$ cat src/rtl/adder_pkg.sv
// Shared types and constants for the dual-adder self-test: FSM states,
// directed operand patterns and the 64-bit LFSR tap mask.
package adder_pkg;

  typedef enum logic [1:0] {
    ST_IDLE  = 2'd0,
    ST_RUN   = 2'd1,
    ST_DRAIN = 2'd2,
    ST_DONE  = 2'd3
  } state_t;

  localparam int          NUM_DIRECTED = 4;
  localparam logic [63:0] DIR_ZERO     = 64'h0000_0000_0000_0000;
  localparam logic [63:0] DIR_ONES     = 64'hFFFF_FFFF_FFFF_FFFF;
  localparam logic [63:0] DIR_ALT_A    = 64'h5555_5555_5555_5555;
  localparam logic [63:0] DIR_ALT_B    = 64'hAAAA_AAAA_AAAA_AAAA;

  // Taps 64,63,61,60 (1-based) -> bit indices 63,62,60,59
  localparam logic [63:0] LFSR_TAPS = 64'hD800_0000_0000_0000;

  function automatic logic [63:0] lfsr_step(input logic [63:0] s);
    return {s[62:0], ^(s & LFSR_TAPS)};
  endfunction

endpackage

$ cat src/rtl/adder_bist_if.sv
// Operand/result bundle between the self-test block and the dual-adder wrapper.
interface adder_bist_if #(
  parameter int WIDTH = 32
);
  logic [WIDTH-1:0] ina;
  logic [WIDTH-1:0] inb;
  logic             cin;
  logic [WIDTH-1:0] outbk;
  logic             coutbk;
  logic [WIDTH-1:0] outrc;
  logic             coutrc;

  modport master (
    output ina, inb, cin,
    input  outbk, coutbk, outrc, coutrc
  );

  modport slave (
    input  ina, inb, cin,
    output outbk, coutbk, outrc, coutrc
  );
endinterface

$ cat src/rtl/adder_bist_lfsr64.sv
// 64-bit Fibonacci LFSR with synchronous reload to the seed and step enable.
module lfsr64
  import adder_pkg::*;
#(
  parameter logic [63:0] SEED = 64'h0123_4567_89AB_CDEF
) (
  input  logic        clk,
  input  logic        rst_n,
  input  logic        load,
  input  logic        enable,
  output logic [63:0] state
);

  logic [63:0] state_reg;

  always_ff @(posedge clk or negedge rst_n) begin
    if (!rst_n) begin
      state_reg <= SEED;
    end else if (load) begin
      state_reg <= SEED;
    end else if (enable) begin
      state_reg <= lfsr_step(state_reg);
    end
  end

  assign state = state_reg;

endmodule

$ cat src/rtl/adder_bist.sv
// Self-test driver/checker for the registered Brent-Kung / ripple-carry wrapper:
// drives directed then LFSR vectors and checks both paths against a delayed golden sum.
module adder_bist
  import adder_pkg::*;
#(
  parameter int          WIDTH       = 32,
  parameter int          LATENCY     = 2,
  parameter int          NUM_VECTORS = 1024,
  parameter logic [63:0] SEED        = 64'h0123_4567_89AB_CDEF
) (
  input  logic         clk,
  input  logic         rst_n,
  input  logic         start,
  adder_bist_if.master bus,
  output logic         busy,
  output logic         done,
  output logic         pass,
  output logic [15:0]  err_bk,
  output logic [15:0]  err_rc,
  output logic [15:0]  first_err_idx
);

  localparam logic [15:0] NVEC    = 16'(NUM_VECTORS);
  localparam int          DW      = (LATENCY > 1) ? $clog2(LATENCY) : 1;
  localparam logic [15:0] NO_ERR  = 16'hFFFF;

  state_t           state_reg, state_next;
  logic [15:0]      idx_reg, idx_next;
  logic [DW-1:0]    drain_reg, drain_next;

  logic             drive;
  logic [15:0]      drive_k;
  logic             clear;
  logic             lfsr_load;
  logic             lfsr_en;
  logic [63:0]      lfsr_state;

  logic [WIDTH-1:0] vec_a, vec_b;
  logic             vec_c;

  logic [WIDTH-1:0] ina_reg, inb_reg;
  logic             cin_reg;
  logic             drv_valid_reg;
  logic [15:0]      drv_idx_reg;

  logic [WIDTH:0]   exp_now;
  logic [WIDTH:0]   exp_pipe   [LATENCY];
  logic [15:0]      idx_pipe   [LATENCY];
  logic [LATENCY-1:0] valid_pipe;

  logic             mis_bk, mis_rc;
  logic [15:0]      err_bk_reg, err_rc_reg, first_err_reg;

  lfsr64 #(.SEED(SEED)) u_lfsr (
    .clk    (clk),
    .rst_n  (rst_n),
    .load   (lfsr_load),
    .enable (lfsr_en),
    .state  (lfsr_state)
  );

  always_ff @(posedge clk or negedge rst_n) begin
    if (!rst_n) begin
      state_reg <= ST_IDLE;
      idx_reg   <= '0;
      drain_reg <= '0;
    end else begin
      state_reg <= state_next;
      idx_reg   <= idx_next;
      drain_reg <= drain_next;
    end
  end

  // idx_reg holds the index of the next vector to put on the bus
  always_comb begin
    state_next = state_reg;
    idx_next   = idx_reg;
    drain_next = drain_reg;
    drive      = 1'b0;
    drive_k    = idx_reg;
    clear      = 1'b0;
    lfsr_load  = 1'b0;
    lfsr_en    = 1'b0;
    case (state_reg)
      ST_IDLE, ST_DONE: begin
        if (start) begin
          state_next = ST_RUN;
          clear      = 1'b1;
          lfsr_load  = 1'b1;
          drive      = 1'b1;
          drive_k    = '0;
          idx_next   = 16'd1;
        end
      end
      ST_RUN: begin
        if (idx_reg == NVEC) begin
          state_next = ST_DRAIN;
          drain_next = '0;
        end else begin
          drive    = 1'b1;
          idx_next = idx_reg + 16'd1;
          lfsr_en  = (idx_reg >= 16'(NUM_DIRECTED));
        end
      end
      ST_DRAIN: begin
        if (drain_reg == DW'(LATENCY - 1)) begin
          state_next = ST_DONE;
        end else begin
          drain_next = drain_reg + DW'(1);
        end
      end
      default: state_next = ST_IDLE;
    endcase
  end

  always_comb begin
    vec_a = '0;
    vec_b = '0;
    vec_c = 1'b0;
    if (drive) begin
      case (drive_k)
        16'd0: begin
          vec_a = WIDTH'(DIR_ZERO);
          vec_b = WIDTH'(DIR_ZERO);
          vec_c = 1'b0;
        end
        16'd1: begin
          vec_a = WIDTH'(DIR_ONES);
          vec_b = WIDTH'(DIR_ZERO);
          vec_c = 1'b1;
        end
        16'd2: begin
          vec_a = WIDTH'(DIR_ONES);
          vec_b = WIDTH'(DIR_ONES);
          vec_c = 1'b1;
        end
        16'd3: begin
          vec_a = WIDTH'(DIR_ALT_A);
          vec_b = WIDTH'(DIR_ALT_B);
          vec_c = 1'b1;
        end
        default: begin
          vec_a = WIDTH'(lfsr_state[63:32]);
          vec_b = WIDTH'(lfsr_state[31:0]);
          vec_c = ^lfsr_state;
        end
      endcase
    end
  end

  always_ff @(posedge clk or negedge rst_n) begin
    if (!rst_n) begin
      ina_reg       <= '0;
      inb_reg       <= '0;
      cin_reg       <= 1'b0;
      drv_valid_reg <= 1'b0;
      drv_idx_reg   <= '0;
    end else begin
      ina_reg       <= vec_a;
      inb_reg       <= vec_b;
      cin_reg       <= vec_c;
      drv_valid_reg <= drive;
      drv_idx_reg   <= drive_k;
    end
  end

  assign bus.ina = ina_reg;
  assign bus.inb = inb_reg;
  assign bus.cin = cin_reg;

  assign exp_now = {1'b0, ina_reg} + {1'b0, inb_reg} + {{WIDTH{1'b0}}, cin_reg};

  // Golden sum follows the wrapper's input and output flops
  always_ff @(posedge clk or negedge rst_n) begin
    if (!rst_n) begin
      valid_pipe <= '0;
      for (int i = 0; i < LATENCY; i++) begin
        exp_pipe[i] <= '0;
        idx_pipe[i] <= '0;
      end
    end else begin
      valid_pipe[0] <= drv_valid_reg;
      exp_pipe[0]   <= exp_now;
      idx_pipe[0]   <= drv_idx_reg;
      for (int i = 1; i < LATENCY; i++) begin
        valid_pipe[i] <= valid_pipe[i-1];
        exp_pipe[i]   <= exp_pipe[i-1];
        idx_pipe[i]   <= idx_pipe[i-1];
      end
    end
  end

  assign mis_bk = valid_pipe[LATENCY-1] && ({bus.coutbk, bus.outbk} != exp_pipe[LATENCY-1]);
  assign mis_rc = valid_pipe[LATENCY-1] && ({bus.coutrc, bus.outrc} != exp_pipe[LATENCY-1]);

  // 16'hFFFF doubles as the "no error yet" marker; vector indices never reach it
  always_ff @(posedge clk or negedge rst_n) begin
    if (!rst_n) begin
      err_bk_reg    <= '0;
      err_rc_reg    <= '0;
      first_err_reg <= NO_ERR;
    end else if (clear) begin
      err_bk_reg    <= '0;
      err_rc_reg    <= '0;
      first_err_reg <= NO_ERR;
    end else begin
      if (mis_bk && (err_bk_reg != 16'hFFFF)) begin
        err_bk_reg <= err_bk_reg + 16'd1;
      end
      if (mis_rc && (err_rc_reg != 16'hFFFF)) begin
        err_rc_reg <= err_rc_reg + 16'd1;
      end
      if ((mis_bk || mis_rc) && (first_err_reg == NO_ERR)) begin
        first_err_reg <= idx_pipe[LATENCY-1];
      end
    end
  end

  assign busy          = (state_reg == ST_RUN) || (state_reg == ST_DRAIN);
  assign done          = (state_reg == ST_DONE);
  assign pass          = done && (err_bk_reg == 16'd0) && (err_rc_reg == 16'd0);
  assign err_bk        = err_bk_reg;
  assign err_rc        = err_rc_reg;
  assign first_err_idx = first_err_reg;

endmodule

$ cat src/flat_wrapper.sv
// flat-port wrapper written by rule: the top's interface ports become plain ports
module adder_bist_flat import adder_pkg::*;
#(
  parameter int          WIDTH       = 32,
  parameter int          LATENCY     = 2,
  parameter int          NUM_VECTORS = 1024,
  parameter logic [63:0] SEED        = 64'h0123_4567_89AB_CDEF
)
  (clk, rst_n, start, busy, done, pass, err_bk, err_rc, first_err_idx, bus_ina, bus_inb, bus_cin, bus_outbk, bus_coutbk, bus_outrc, bus_coutrc);
  adder_bist_if #(.WIDTH(WIDTH)) bus_i ();
  input  logic clk;
  input  logic rst_n;
  input  logic start;
  output logic busy;
  output logic done;
  output logic pass;
  output logic [15:0] err_bk;
  output logic [15:0] err_rc;
  output logic [15:0] first_err_idx;
  output wire logic [$bits(bus_i.ina)-1:0] bus_ina;
  output wire logic [$bits(bus_i.inb)-1:0] bus_inb;
  output wire logic [$bits(bus_i.cin)-1:0] bus_cin;
  input wire logic [$bits(bus_i.outbk)-1:0] bus_outbk;
  input wire logic [$bits(bus_i.coutbk)-1:0] bus_coutbk;
  input wire logic [$bits(bus_i.outrc)-1:0] bus_outrc;
  input wire logic [$bits(bus_i.coutrc)-1:0] bus_coutrc;
  assign bus_ina = bus_i.ina;
  assign bus_inb = bus_i.inb;
  assign bus_cin = bus_i.cin;
  assign bus_i.outbk = bus_outbk;
  assign bus_i.coutbk = bus_coutbk;
  assign bus_i.outrc = bus_outrc;
  assign bus_i.coutrc = bus_coutrc;
  adder_bist #(.WIDTH(WIDTH), .LATENCY(LATENCY), .NUM_VECTORS(NUM_VECTORS), .SEED(SEED)) u_core (.clk(clk), .rst_n(rst_n), .start(start), .bus(bus_i), .busy(busy), .done(done), .pass(pass), .err_bk(err_bk), .err_rc(err_rc), .first_err_idx(first_err_idx));
endmodule
$ cat config.mk
export PLATFORM = sky130hd
export DESIGN_NAME = adder_bist_flat
export DESIGN_NICKNAME = d
export VERILOG_FILES = /design/src/rtl/adder_pkg.sv /design/src/rtl/adder_bist_if.sv /design/src/rtl/adder_bist_lfsr64.sv /design/src/rtl/adder_bist.sv /design/src/flat_wrapper.sv
export SDC_FILE = /design/constraint.sdc
export NUM_CORES = 1
export LEC_CHECK = 0
export BUFFER_PORTS_ARGS = -buffer_cell sky130_fd_sc_hd__buf_2
export CORE_MARGIN = 2
export CORE_UTILIZATION = 38
export CTS_CLUSTER_SIZE = 28
export DETAILED_ROUTE_END_ITERATION = 10
export PLACE_DENSITY_LB_ADDON = 0.3
export SYNTH_ARGS = -nofsm -noshare
export SYNTH_HDL_FRONTEND = slang
export SYNTH_SLANG_ARGS = --single-unit
$ cat constraint.sdc
create_clock -name clk -period 4.7 [get_ports clk]
set_input_delay 0.47 -clock clk [delete_from_list [all_inputs] [get_ports clk]]
set_output_delay 0.47 -clock clk [all_outputs]
set_load 0.02 [all_outputs]
[Word level (Yosys, flattened, before mapping)]
Cells that the tools add are included.
Cells by class
  mux-type cells: 32
  equal/unequal tests: 16
  magnitude comparators: 1
  reduce and logical (&&, ||, !) cells: 28
  add/sub/neg operators: 6
Operators by type and width (number)
  $pmux W32 S3: 2
  $mux W16: 10
  $mux W64: 2
  $reduce_xor A64 Y1: 2
  $ne A33 B33 Y1: 2
  $mux W32: 2
  $add A16 B1 Y16 const B: 3
  $logic_not A16 Y1: 3
  $add A32 B32 Y33: 1
  $add A33 B1 Y33: 1
  $eq A16 B2 Y1 const B: 2
  $ne A16 B16 Y1 const B: 2
  $pmux W16 S2: 1
  $eq A16 B1 Y1 const B: 1
  $eq A16 B11 Y1 const B: 1
  $eq A16 B16 Y1 const B: 1
  $ge A16 B3 Y1 const B: 1
  $reduce_bool A2 Y1: 6
  $mux W1: 8
  $logic_and A1 B1 Y1: 7
  $mux W2: 3
  $pmux W1 S2: 3
  $pmux W2 S3: 1
  $reduce_and A3 Y1: 2
  10 further kinds: 16
Word-level totals
  output and inout port bits: 116
  word-level logic and storage cells: 100
  register bits: 313

[Depth between registers and ports, before layout]
  word-level depth: 7
  gate-level depth with buffers: 10

[Modules after synthesis]
Synthesis repeated with hierarchy kept, for this count alone.
Unflattened totals
  cells, all modules: 1239
  area, all modules: 14167.3 um^2
Modules (own cells, without submodules)
  adder_bist: times used 1, cells an instance 1029, seq. area each 6251.0 um^2, area an instance 11513.5 um^2
  lfsr64: times used 1, cells an instance 210, seq. area each 1641.6 um^2, area an instance 2653.8 um^2

[Least setup slack after synthesis]
Ideal clock, no wire load.
  kind: register -> register
  from: reg u_core.cin_reg, in the netlist u_core.bus.cin
  to: reg u_core.exp_pipe[61] in the netlist's numbering
  cell stages (with the launch flop): 11
  buffers on the path: 0
  library setup time: 80 ps
  clock period less this slack: 3013 ps
  arrival time: 2933 ps
  path slack: 1687 ps
  cells stage by stage: dfrtp_1 > fa_1 > fa_1 > a21o_1 > a221o_1 > a22o_1 > a221oi_2 > nand3_1 > nand4_1 > mux2i_1 > xnor2_1
On the way
  cells in the longest elaborated chain, start to end: 1
RTL lines
  start, declared: RTL line adder_bist.sv:42  | logic cin_reg;
  start signal, assigned: RTL line adder_bist.sv:161  | cin_reg <= vec_c;
  $add A33 B1 Y33: RTL line adder_bist.sv:171  | assign exp_now = {1'b0, ina_reg} + {1'b0, inb_reg} + {{WIDTH{1'b0}}, cin_reg};
  via u_core.exp_now[28]: RTL line adder_bist.sv:46  | logic [WIDTH:0] exp_now;
  end signal, assigned by index: RTL line adder_bist.sv:187  | exp_pipe[i] <= exp_pipe[i-1];
  end, declared: RTL line adder_bist.sv:47  | logic [WIDTH:0] exp_pipe [LATENCY];
The timed path passes the listed nets, and every way through them passes these cells.
A chain may end at the register's enable or synchronous reset.

[Final worst setup path]
Ends and elaborated chain as after synthesis.

==> impl_metrics.env <==
export IMPL_ys_async_sr_fraction_pct=100
export IMPL_cts_buffers=31
export IMPL_cts_root_buf="clkbuf_16"
export IMPL_cts_htree_levels=1
export IMPL_dieHeight_um=197
export IMPL_grt_util_all_layers_pct=18.1
export IMPL_cts_tree="yes"
export IMPL_drive_above_1_share_pct=21.0
export IMPL_clock_fmax_ghz=0.305
export IMPL_vias=9995
export IMPL_fin_tns_setup_ps=0
export IMPL_diodes=0
export IMPL_total_power_w=0.0122
export IMPL_first_iter_violations=757
export IMPL_crit_required_ps=5160
export IMPL_maxSlewViolCount=0
export IMPL_nets=1577
export IMPL_clock_sinks=313
export IMPL_die_w_um=197
export IMPL_timing_slew_headroom_pct=27.4
export IMPL_fin_cells=1956
export IMPL_fin_crit_sh_pct=69.8
export IMPL_final_hold_viol_count=0
export IMPL_insertion_delay_ps=560
export IMPL_cp_end_kind="flop"
export IMPL_synth_area_um2=14200
export IMPL_top_level_ports=185
export IMPL_holdPathStages=3
export IMPL_worst_slack_ps=1420
export IMPL_die_area_um2=39000
export IMPL_hp_class="in2reg"
export IMPL_r2r_end="u_core.exp_pipe[61]$_DFF_PN0_"
export IMPL_r2r_start="u_core.bus.cin$_DFF_PN0_"
export IMPL_crit_arrival_ps=3740
export IMPL_yosysSeqAreaShare_pct=55.5
export IMPL_pre_cts_slack_ps=1440
export IMPL_grt_pass1_vias=9905
export IMPL_synth_ff_type="dfrtp_1"
export IMPL_ff2ff_setup_slack_ps=1420
export IMPL_synth_cell_type_count=62
export IMPL_synth_enable_flop_cells=0
export IMPL_overflow=0
export IMPL_postRouteAntennaNets=0
export IMPL_ff2ff_path_depth=10
export IMPL_path_class="reg2reg"
export IMPL_clkTransAtPathRegs_ps=70
export IMPL_grt_pass1_wl_mm=55.8
export IMPL_peakVddDrop_mv=0.436
export IMPL_start_util_pct=38.7
export IMPL_grt_max_degree=118
export IMPL_worstMarginPinSlew_ps=1090
export IMPL_wire_per_inst_um=18.2
export IMPL_rsz0062_at_grt="no"
export IMPL_yosysWarnings=0
export IMPL_clock_path_buffers=3
export IMPL_port_buffers=184
export IMPL_viasPerCell=5.11
export IMPL_antenna_found_initial=0
export IMPL_gp_congestion=0.896
export IMPL_cts_resized=0
export IMPL_min_to="u_core.state_reg[1]$_DFFE_PN0P_"
export IMPL_syn_inst=1296
export IMPL_crit_path_max_fanout=4
export IMPL_hold_start="start"
export IMPL_setup_viol=0
export IMPL_post_dp_hpwl_mm=25.4
export IMPL_largest_register_ffs=66
export IMPL_core_um2=36700
export IMPL_route_detailed_drc=0
export IMPL_cp_start_kind="flop"
export IMPL_num_rows=70
export IMPL_min_period_ps=3280
export IMPL_leakage_nw=8.24
export IMPL_syn_area_per_cell_um2=11.0
export IMPL_synth_nets=1408
export IMPL_finalClockSkew_ps=29.7
export IMPL_area_growth_pct=17.1
export IMPL_wl_mm=35.5
export IMPL_status="complete, no violations"
export IMPL_drv_cap=0
export IMPL_dr_pass1_iters=5
export IMPL_powerDensity_nw_per_um2=734
export IMPL_place_inst=1899
export IMPL_ys_ff_latch=313
-- worst max-delay path, stage by stage (launching register included) --
cell	delay [ps]
dfrtp_1	400
fa_1	490
fa_1	430
a21o_1	230
a221o_1	300
a22o_1	250
a221oi_2	360
nand3_1	140
nand4_1	200
mux2i_1	250
xnor2_1	150
-- placed cells by master (no fill, tap or decap), types with 11 or more instances in the layout --
master     instances
o22a_1            15
and3_1            17
nand4_1           26
buf_2            183
and2_1            15
ha_1              41
inv_1             23
nor4_1            23
o21ai_0           11
a21o_1            16
xor2_1            97
xnor2_1           94
nand3_1           56
nor2_1           139
dfstp_2           48
dfrtp_1          265
a21oi_1           72
nand2_1          102
clkbuf_16         31
o21a_1            70
-- Yosys cell counts, types with 6 or more instances --
master,n,area share (%)
a21oi_1,73,2.6
and3_1,17,0.75
dfstp_2,48,8.9
o21ai_1,9,0.32
nand2_1,104,2.7
clkbuf_1,39,1.0
nor3_1,9,0.32
a31oi_1,8,0.35
o21ai_0,11,0.39
and2_1,16,0.70
xor2_1,97,6.0
inv_1,23,0.61
nand4_1,26,1.1
xnor2_1,94,5.8
o21a_1,70,3.7
o22a_1,15,0.92
a31o_1,6,0.37
nor4_1,23,1.0
ha_1,41,3.6
a21o_1,16,0.85
nor2_1,139,3.7
dfrtp_1,265,47
nand3_1,56,2.0
-- layer usage --
metal / up-vias / track usage (%) / part of all wire, %
li1: 4793 / - / -
met1: 4906 / 25.1 / 45
met2: 241 / 30.0 / 48
met3: 55 / 2.19 / 4.4
met4: 0 / 5.46 / 2.6
met5: - / 0 / 0
-- worst max path at each step --
stage	start	endpoint	slack (ps)
3_5_place_dp	u_core.bus.cin$_DFF_PN0_	u_core.exp_pipe[61]$_DFF_PN0_	1440
4_1_cts	u_core.bus.cin$_DFF_PN0_	u_core.exp_pipe[61]$_DFF_PN0_	1420
2_1_floorplan	u_core.bus.cin$_DFF_PN0_	u_core.exp_pipe[61]$_DFF_PN0_	1690
6_report	u_core.bus.cin$_DFF_PN0_	u_core.exp_pipe[61]$_DFF_PN0_	1420
5_1_grt	u_core.bus.cin$_DFF_PN0_	u_core.exp_pipe[61]$_DFF_PN0_	1270
3_3_place_gp	u_core.bus.cin$_DFF_PN0_	u_core.exp_pipe[61]$_DFF_PN0_	1530
-- area by class of cell --
type                       count  area, um2
tap                          468        586
inverter                      23       86.3
multi-input combinational    904       6000
fill                        3363      20100
sequential                   313       7890
clock buffer                  33        793
clock inverter                23        268
timing repair buffer         192       1020
-- where the power goes --
| group | internal, W | switching (W) |
|---|---|---|
| sequential | 0.00363 | 0.000778 |
| clock | 0.00150 | 0.00104 |
| combinational | 0.00211 | 0.00316 |
-- cell families after synthesis --
family	count (synthesis)	share of synthesized area, %
AND/OR/NAND/NOR	412	13.4
buffers and inverters	79	2.47
multiplexers	4	0.282
XOR/XNOR	191	11.8
adder cells (fa/ha/maj)	43	3.89
flip-flops	313	55.5
AO/OA/AOI/OAI	254	12.6
-- per-stage QoR --
| step | hold WS (ps) | utilization (%) | area [um2] |
|---|---|---|---|
| 6_report | 243 | 45.3 | 16600 |
| 2_1_floorplan | 174 | - | 14200 |
| 3_3_place_gp | 334 | 42.4 | 15600 |
| 5_1_grt | 254 | 45.3 | 16600 |
| 3_5_place_dp | 335 | 42.4 | 15600 |
| 4_1_cts | 215 | 45.3 | 16600 |
-- repair_timing --
| action | 4_1_cts | 5_1_grt |
|---|---|---|
| buffers inserted | 0 | 0 |
| hold buffers | 1 | 0 |
| endpoints found under the hold margin | 14 | 0 |
No activity file was read; power rests on OpenSTA's default activity.
